`config.mk`:
```
export PLATFORM = sky130hd
export DESIGN_NAME = jdrosent_edge_event_arbiter
export DESIGN_NICKNAME = d
export VERILOG_FILES = /design/src/rtl/jdrosent_edge_event_arbiter_pkg.sv /design/src/rtl/jdrosent_sync_edge.sv /design/src/rtl/jdrosent_edge_event_arbiter.sv
export SDC_FILE = /design/constraint.sdc
export NUM_CORES = 1
export LEC_CHECK = 0
export ABC_AREA = 1
export CORE_ASPECT_RATIO = 1.75
export CORE_MARGIN = 5
export CORE_UTILIZATION = 30
export DETAILED_ROUTE_END_ITERATION = 6
export GPL_TIMING_DRIVEN = 0
export HOLD_SLACK_MARGIN = 0.1
export PLACE_DENSITY = 0.59
export SKIP_LAST_GASP = 1
export SLEW_MARGIN = 20
export SYNTH_ARGS = -nofsm -noshare
export SYNTH_HDL_FRONTEND = slang
export SYNTH_SLANG_ARGS = --single-unit
```
`constraint.sdc`:
```
create_clock -name clk -period 2.13 [get_ports clk]
set_clock_uncertainty 0.2 [all_clocks]
set_input_delay 0.426 -clock clk [delete_from_list [all_inputs] [get_ports clk]]
set_output_delay 0.426 -clock clk [all_outputs]
set_load 0.05 [all_outputs]
```
`src/rtl/jdrosent_edge_event_arbiter_pkg.sv`:
```
// Shared types and constants for the edge-event arbiter: FSM encoding, widths
// and the round-robin pick helper.
package jdrosent_edge_event_arbiter_pkg;

  localparam int unsigned N_REQ  = 4;
  localparam int unsigned ID_W   = $clog2(N_REQ);
  localparam int unsigned HOLD_W = 4;

  typedef enum logic [1:0] {
    ST_IDLE  = 2'd0,
    ST_GRANT = 2'd1,
    ST_GAP   = 2'd2
  } state_e;

  // First set bit of pend searching upward from ptr+1, wrapping around.
  function automatic logic [ID_W-1:0] rr_pick(input logic [N_REQ-1:0] pend,
                                               input logic [ID_W-1:0]  ptr);
    logic [ID_W-1:0] idx;
    logic [ID_W-1:0] pick;
    logic            found;
    pick  = '0;
    found = 1'b0;
    for (int unsigned d = 1; d <= N_REQ; d++) begin
      idx = ID_W'((32'(ptr) + d) % N_REQ);
      if (!found && pend[idx]) begin
        pick  = idx;
        found = 1'b1;
      end
    end
    return pick;
  endfunction

endpackage

```
`src/rtl/jdrosent_sync_edge.sv`:
```
// One request line: multi-flop synchronizer, history flop and rising-edge
// detect (rise_c is combinational from flops only).
module jdrosent_sync_edge #(
  parameter int unsigned SYNC_STAGES = 2
) (
  input  logic clk,
  input  logic rst_n,
  input  logic req_i,
  output logic rise_c
);

  logic [SYNC_STAGES-1:0] sync_q;
  logic [SYNC_STAGES-1:0] sync_d;
  logic                   prev_q;
  logic                   prev_d;

  always_comb begin
    sync_d = {sync_q[SYNC_STAGES-2:0], req_i};
    prev_d = sync_q[SYNC_STAGES-1];
  end

  always_ff @(posedge clk or negedge rst_n) begin
    if (!rst_n) begin
      sync_q <= '0;
      prev_q <= 1'b0;
    end else begin
      sync_q <= sync_d;
      prev_q <= prev_d;
    end
  end

  assign rise_c = sync_q[SYNC_STAGES-1] & ~prev_q;

endmodule

```
`src/rtl/jdrosent_edge_event_arbiter.sv`:
```
// Captures rising edges on N_REQ async request lines as pending events and
// serves them round-robin with fixed-length grant pulses separated by one gap.
module jdrosent_edge_event_arbiter
  import jdrosent_edge_event_arbiter_pkg::*;
#(
  parameter int unsigned HOLD_CYCLES = 4,
  parameter int unsigned SYNC_STAGES = 2
) (
  input  logic             clk,
  input  logic             rst_n,
  input  logic [N_REQ-1:0] req_i,
  output logic [N_REQ-1:0] grant_o,
  output logic [ID_W-1:0]  id_o,
  output logic             busy_o,
  output logic             overflow_o
);

  logic [N_REQ-1:0]  rise_c;
  logic [N_REQ-1:0]  clr_c;
  logic [ID_W-1:0]   winner_c;

  state_e            state_q, state_d;
  logic [N_REQ-1:0]  pend_q, pend_d;
  logic [HOLD_W-1:0] cnt_q, cnt_d;
  logic [ID_W-1:0]   ptr_q, ptr_d;
  logic [N_REQ-1:0]  grant_q, grant_d;
  logic [ID_W-1:0]   id_q, id_d;
  logic              busy_q, busy_d;
  logic              ovf_q, ovf_d;

  for (genvar i = 0; i < N_REQ; i++) begin : g_sync
    jdrosent_sync_edge #(
      .SYNC_STAGES(SYNC_STAGES)
    ) u_sync_edge (
      .clk   (clk),
      .rst_n (rst_n),
      .req_i (req_i[i]),
      .rise_c(rise_c[i])
    );
  end

  always_comb begin
    state_d  = state_q;
    cnt_d    = cnt_q;
    ptr_d    = ptr_q;
    grant_d  = grant_q;
    id_d     = id_q;
    clr_c    = '0;
    winner_c = rr_pick(pend_q, ptr_q);

    case (state_q)
      ST_IDLE, ST_GAP: begin
        if (|pend_q) begin
          state_d = ST_GRANT;
          cnt_d   = HOLD_W'(HOLD_CYCLES - 1);
          ptr_d   = winner_c;
          grant_d = N_REQ'(1) << winner_c;
          id_d    = winner_c;
          clr_c   = N_REQ'(1) << winner_c;
        end else begin
          state_d = ST_IDLE;
          grant_d = '0;
          id_d    = '0;
        end
      end
      ST_GRANT: begin
        if (cnt_q == '0) begin
          state_d = ST_GAP;
          grant_d = '0;
          id_d    = '0;
        end else begin
          cnt_d = cnt_q - HOLD_W'(1);
        end
      end
      default: begin
        state_d = ST_IDLE;
        grant_d = '0;
        id_d    = '0;
      end
    endcase

    busy_d = (state_d != ST_IDLE);
    // A rise on the channel being served is a new event, so set beats clear.
    pend_d = (pend_q & ~clr_c) | rise_c;
    ovf_d  = ovf_q | (|(rise_c & pend_q & ~clr_c));
  end

  always_ff @(posedge clk or negedge rst_n) begin
    if (!rst_n) begin
      state_q <= ST_IDLE;
      pend_q  <= '0;
      cnt_q   <= '0;
      ptr_q   <= ID_W'(N_REQ - 1);
      grant_q <= '0;
      id_q    <= '0;
      busy_q  <= 1'b0;
      ovf_q   <= 1'b0;
    end else begin
      state_q <= state_d;
      pend_q  <= pend_d;
      cnt_q   <= cnt_d;
      ptr_q   <= ptr_d;
      grant_q <= grant_d;
      id_q    <= id_d;
      busy_q  <= busy_d;
      ovf_q   <= ovf_d;
    end
  end

  assign grant_o    = grant_q;
  assign id_o       = id_q;
  assign busy_o     = busy_q;
  assign overflow_o = ovf_q;

endmodule
```
# Word level (Yosys, flattened, before mapping)
# Index checks and enable logic that the tools add are counted.
# Widths: inputs -> output; s select.
[word_totals] romBits=0 elab_cells=88 ramBits=0 in_bits=6 out_inout_bits=8 memories=0 latchBits=0 regBits=32
[op_classes] reduce_logical=15 addsub=5 n_eq_ne=5 bitwise=14 n_div=0 magnitude_cmp=4 shift=1 n_mul=0 muxes=28
[op_table] cell="$mux 4" n=5
[op_table] cell="$pmux 4 s2" n=2
[op_table] cell="$mux 2" n=7
[op_table] cell="$and 4x4->4" n=3
[op_table] cell="$lt 2x3->1 const B" n=4
[op_table] cell="$bmux 1 s2" n=4
[op_table] cell="$mux 1" n=8
[op_table] cell="$pmux 2 s2" n=2
[op_table] cell="$reduce_or 4->1" n=2
[op_table] cell="$ne 2x2->1 const B" n=3
[op_table] cell="$add 2x1->2 const B" n=2
[op_table] cell="$add 2x2->2 const B" n=2
[op_table] cell="$and 1x1->1" n=4
[op_table] cell="$logic_not 4->1" n=1
[op_table] cell="$not 1->1" n=4
[op_table] cell="$not 4->4" n=1
[op_table] cell="$or 4x4->4" n=1
[op_table] cell="$reduce_bool 2->1" n=2
[op_table] cell="$shl 1x2->4 const A" n=1
[op_table] cell="$sub 4x1->4 const B" n=1
[op_table] cell="$logic_and 1x1->1" n=3
[op_table] cell="$logic_not 1->1" n=3
[op_table] cell="$reduce_and 3->1" n=1
[op_table] cell="$eq 2x1->1 const B" n=1
[op_table] cell="5 further kinds" n=5

# Longest topological paths before layout
# Gate-level depths: netlist of the first run.
[depth] word_depth=20 mapped_depth=15 mapped_depth_nobuf=15

# Hierarchy
# A second synthesis of the first run with hierarchy kept.
[hier_totals] hier_cells=162 area_unflattened_um2=1413.9
[modules_own_cells] module="jdrosent_edge_event_arbiter" cells_per_inst=142 area_per_inst_um2=1073.5 seq_area_each_um2=503.0 n_inst=1
[modules_own_cells] module="jdrosent_sync_edge" cells_per_inst=5 area_per_inst_um2=85.1 seq_area_each_um2=75.1 n_inst=4

# Worst setup path before layout of the first run
# Ideal clock, no wire load.
[synth_path] kind="register -> register" start="register ptr_q[0]" end="register ovf_q (netlist: overflow_o)" setup_slack_ns=0.254 required_ns=1.810 n_path_buf=1 t_arrival_ns=1.556 setup_time_ns=0.120 path_stages_with_launch=13 synth_period_minus_slack_ns=1.876 cell_sequence="dfstp_2 buf_6 nand2_1 nand3_1 nand2_4 nor2_4 nand4_1 nand2_2 nand3_1 nand2_1 nand2_1 nor2_1 nand2_1"
[synth_via] elab_chain_len=20 elab_cells_between_ends=32 cone_classes="4 x add/sub; 1 x shift; 17 x mux; 3 x bitwise; 7 x reduce/logical"
[synth_rtl] item="start: declaration" line="jdrosent_edge_event_arbiter.sv:25" text="logic [ID_W-1:0] ptr_q, ptr_d;"
[synth_rtl] item="start signal: assignment" line="jdrosent_edge_event_arbiter.sv:93" text="ptr_q <= ID_W'(N_REQ - 1);"
[synth_rtl] item="start signal: assignment" line="jdrosent_edge_event_arbiter.sv:102" text="ptr_q <= ptr_d;"
[synth_rtl] item="$add 2x1->2" line="jdrosent_edge_event_arbiter_pkg.sv:24" text="idx = ID_W'((32'(ptr) + d) % N_REQ);"
[synth_rtl] item="$bmux 1 s2" line="jdrosent_edge_event_arbiter_pkg.sv:25" text="if (!found && pend[idx]) begin"
[synth_rtl] item="$mux 1 (implied by the code)" line="jdrosent_edge_event_arbiter_pkg.sv:25"
[synth_rtl] item="$mux 1" line="jdrosent_edge_event_arbiter_pkg.sv:25"
[synth_rtl] item="$logic_not 1->1" line="jdrosent_edge_event_arbiter_pkg.sv:25"
[synth_rtl] item="$logic_and 1x1->1" line="jdrosent_edge_event_arbiter_pkg.sv:25"
[synth_rtl] item="$mux 1" line="jdrosent_edge_event_arbiter_pkg.sv:25"
[synth_rtl] item="$logic_not 1->1" line="jdrosent_edge_event_arbiter_pkg.sv:25"
[synth_rtl] item="[... 5 more ...]"
[synth_rtl] item="$shl 1x2->4 (*)" line="jdrosent_edge_event_arbiter.sv:59" text="clr_c = N_REQ'(1) << winner_c;"
[synth_rtl] item="$mux 4 (*)" line="jdrosent_edge_event_arbiter.sv:53" text="if (|pend_q) begin"
[synth_rtl] item="$mux 4 (*)" line="jdrosent_edge_event_arbiter.sv:51" text="case (state_q)"
[synth_rtl] item="$not 4->4 (*)" line="jdrosent_edge_event_arbiter.sv:85" text="ovf_d = ovf_q | (|(rise_c & pend_q & ~clr_c));"
[synth_rtl] item="$and 4x4->4 (*)" line="jdrosent_edge_event_arbiter.sv:85"
[synth_rtl] item="$reduce_or 4->1 (*)" line="jdrosent_edge_event_arbiter.sv:85"
[synth_rtl] item="$or 1x1->1 (*)" line="jdrosent_edge_event_arbiter.sv:85"
[synth_rtl] item="net ovf_d" line="jdrosent_edge_event_arbiter.sv:29" text="logic ovf_q, ovf_d;"
[synth_rtl] item="end signal: assignment" line="jdrosent_edge_event_arbiter.sv:106" text="ovf_q <= ovf_d;"
[synth_rtl] item="end: declaration" line="jdrosent_edge_event_arbiter.sv:29"
# The timed path passes the listed nets; every way through them passes the cells marked *. The select of a mux whose other input is x is not followed.
# A chain may end at the register's enable or synchronous reset.

# Worst setup path in the final report of the first run
# Ends and elaborated chain as after synthesis.

==> results of run 1 <==
layout make-up:
| cell class | count | area (µm²) |
|---|---|---|
| fillers | 474 | 2740 |
| flip-flops and latches | 32 | 803 |
| multi-input cells | 110 | 627 |
| repair buffers | 23 | 206 |
| clock buffers | 8 | 100 |
| inverters | 19 | 76.3 |
| well taps | 52 | 65.1 |
| plain buffers | 1 | 11.3 |
metrics by stage:
stage                     worst slack (ns)  total power, mW  hold WS, ns
after floorplan                      0.254             1.94      -0.0696
after global placement              -0.163             2.26        0.134
after detailed placement           -0.0223             2.29        0.137
after CTS                           0.0148             2.85        0.145
after global routing                -0.115             3.47        0.156
final                               0.0127             3.19        0.143
routing by layer:
layer | vias up | global-route usage (%) | wire, µm
met2 | 15 | 18.1 | 1720
met4 | 0 | 6.70 | 101
li1 | 562 | - | -
met1 | 528 | 10.8 | 1080
met5 | - | 0 | 0
met3 | 8 | 2.44 | 50
state kept, by name, summed over array words and instances (netlist names):
name,cells
g_sync.u_sync_edge.sync_q,8
grant_o,4
g_sync.u_sync_edge.prev_q,4
id_o,2
overflow_o,1
cnt_q,4
state_q,2
pend_q,4
ptr_q,2
busy_o,1
logic make-up after synthesis:
group / count (synthesis)
AOI/OAI and AO/OA: 15
adders and majority gates: 2
buffers and inverters: 20
DFF: 32
and+or+nand+nor: 93
path summary, 6_finish.rpt:
path / start / to / slack, ns / cells past startpoint
setup / recovery: ptr_q[0] / overflow_o / 0.01 / 15
hold / removal: g_sync[3].u_sync_edge.sync_q[0] / g_sync[3].u_sync_edge.sync_q[1] / 0.14 / 0
setup reg to reg: ptr_q[0] / overflow_o / 0.01 / 15
hold reg to reg: g_sync[3].u_sync_edge.sync_q[0] / g_sync[3].u_sync_edge.sync_q[1] / 0.14 / 0
max in group asynchronous: rst_n / state_q[0] / 0.75 / 2
min in group asynchronous: rst_n / g_sync[0].u_sync_edge.sync_q[1] / 0.53 / 2
layout by cell type, fill, tap and decap left out, drive strengths merged, types with 2 or more instances in the layout:
cell type / count
nor2: 14
o21ai: 9
a21oi: 4
nand2: 66
dfrtp: 30
clkbuf: 8
nand3: 7
nand4: 5
buf: 11
ha: 2
dfstp: 2
inv: 19
clkdlybuf4s50: 12
power by group:
part	switching [mW]	internal (mW)	total [mW]
sequential	0.113	0.780	0.893
combinational	1.15	0.648	1.80
clock	0.207	0.295	0.502
total	1.47	1.72	3.19
repair_timing:
item | 4_1_cts | 5_1_grt
pin swaps | 0 | 18
endpoints found under the setup margin | 1 | 6
gates cloned | 0 | 1
resized for setup | 2 | 32
setup buffers | 1 | 7
hold endpoints to repair | 30 | 0
hold buffers | 1 | 0
==> results.py, run 1 <==
metrics = {
    "yosys": {
        "synthCells": 162,
        "yosysMostFrequentCell": "nand2_1",
        "synth_top_family_by_area": "simple AND/OR/NAND/NOR gates",
        "yosys_warnings": 0,
        "synthSimpleGateAreaFrac_pct": 29.9,
        "syn_nets": 170,
        "synth-main-ff-cell": "dfrtp_1",
        "netlist_area_um2": 1410,
        "synth-seq-cells": 32,
        "synth_edf_count": 0,
        "synth_commonest_cells": "nand2_1 (57), dfrtp_1 (30), inv_1 (17), nor2_1 (11)",
        "synth_area_leader_cell": "dfrtp_1",
        "synth_xor_xnor_area_share_pct": 0,
        "yosysSeqAreaShare_pct": 56.8,
        "synth_top_area_share_pct": 53.1,
        "synthTopCellsByArea": "dfrtp_1 (53%), nand2_1 (15%), inv_1 (4.5%)",
        "synthAdderAreaFrac_pct": 1.77,
        "synth.distinct_cells": 20,
        "synthMuxAreaShare_pct": 0,
        "syn_avg_cell_area_um2": 8.73,
        "synthArstFlopShare_pct": 100,
        "synth_compound_area_share_pct": 5.66,
    },
    "floorplan": {
        "start_util_pct": 30.6,
        "pin_count": 14,
        "die_h_um": 101,
        "core.rowCount": 33,
        "core-area_um2": 4620,
        "fp.dieW_um": 61.9,
        "dieArea_um2": 6240,
    },
    "global_route": {
        "track_usage_pct": 10.5,
        "antenna_found_initial": 0,
        "overflow": 0,
        "grt_max_degree": 33,
        "grt_pass1_wl_um": 4840,
        "grt_pass1_vias": 1161,
    },
    "cells_and_area": {
        "stdcell_count": 245,
        "drive_gt1_share_pct": 29.5,
        "area_growth_pct": 33.6,
        "finalInstanceArea_um2": 1890,
        "postLayoutCoreUtil_pct": 40.9,
        "antenna_cells": 0,
        "fin_nets": 200,
    },
    "worst_hold_path": {
        "hold_path.class": "reg -> reg",
    },
    "run": {
        "maxCapViolCount": 0,
    },
    "sta": {
        "rsz0062_at_grt": "yes",
        "hold_violations": 0,
        "slew_headroom_pct": 53.6,
        "min_period_over_period_pct": 99.4,
        "tns_ns": 0,
        "final-setup-viol-count": 0,
        "min_period_ns": 2.12,
        "max_clock_freq_mhz": 472,
        "slew_viol_final": 0,
        "tightest_slew_ns": 0.696,
    },
    "placement": {
        "io_buffers": 13,
        "place_area_um2": 1600,
        "hpwlAfterDp_um": 2010,
        "dp_cells": 227,
        "place.gp.congestion": 0.766,
    },
    "clocking": {
        "clkSinkCount": 32,
        "cts_buffers": 5,
        "clk_latency_ns": 0.28,
        "cts.clk_slew.worst_paths_ns": 0.07,
        "cts_max_path_buffers": 2,
        "tritoncts": "done",
        "htreeDepth": 2,
        "root_buffer": "clkbuf_8",
    },
    "route": {
        "drc_errors": 0,
        "drtAntennaViolNets": 0,
        "routed_wl_um": 2950,
        "routed_via_density": 4.54,
        "drt_iter0_drc": 26,
        "drtPass1Iterations": 4,
        "vias": 1113,
        "wl_per_cell_um": 12.0,
    },
    "critical_path": {
        "path_delay_family": "simple AND/OR/NAND/NOR gates",
        "worstPathArrival_ns": 2.09,
        "worst-path-max-fanout": 8,
        "path_class": "reg -> reg",
        "required_ns": 2.10,
        "slowest_stage": "dfstp_2",
        "worst_setup_path_end_kind": "flip-flop",
        "crit_path_max_incr_delay_ns": 0.58,
        "worstSetupStartpointType": "flip-flop",
        "crit_path_frequent_cell": "nand2_2",
        "crit_chain": "inv_4 -> nand2_2 -> nand2_2 -> nand2_2 -> nand2_4 -> nor2_4 -> nand2_2 -> nor2_4 -> nor2_4 -> nor2_2 -> nand2_2 -> nand2_1 -> nand2_1 -> nor2_2 -> nand2_1",
        "critPathBufInv": 1,
    },
    "pwr": {
        "leakagePower_nw": 0.947,
        "vdd.ir_drop.worst_v": 0.000888,
        "p_per_area_nw_per_um2": 1690,
    },
    "outcome": {
        "outcome": "completed",
    },
}
Power figures use the tool's default switching activity.
==> run 2, diff against run 1 <==
--- a/config.mk
+++ b/config.mk
@@ -6,6 +6,7 @@
 export NUM_CORES = 1
 export LEC_CHECK = 0
 export ABC_AREA = 1
+export CAP_MARGIN = 25
 export CORE_ASPECT_RATIO = 1.75
 export CORE_MARGIN = 5
 export CORE_UTILIZATION = 30
==> results of run 2 <==
Same layout as run 1: the final DEF is identical, and so are final timing and power.
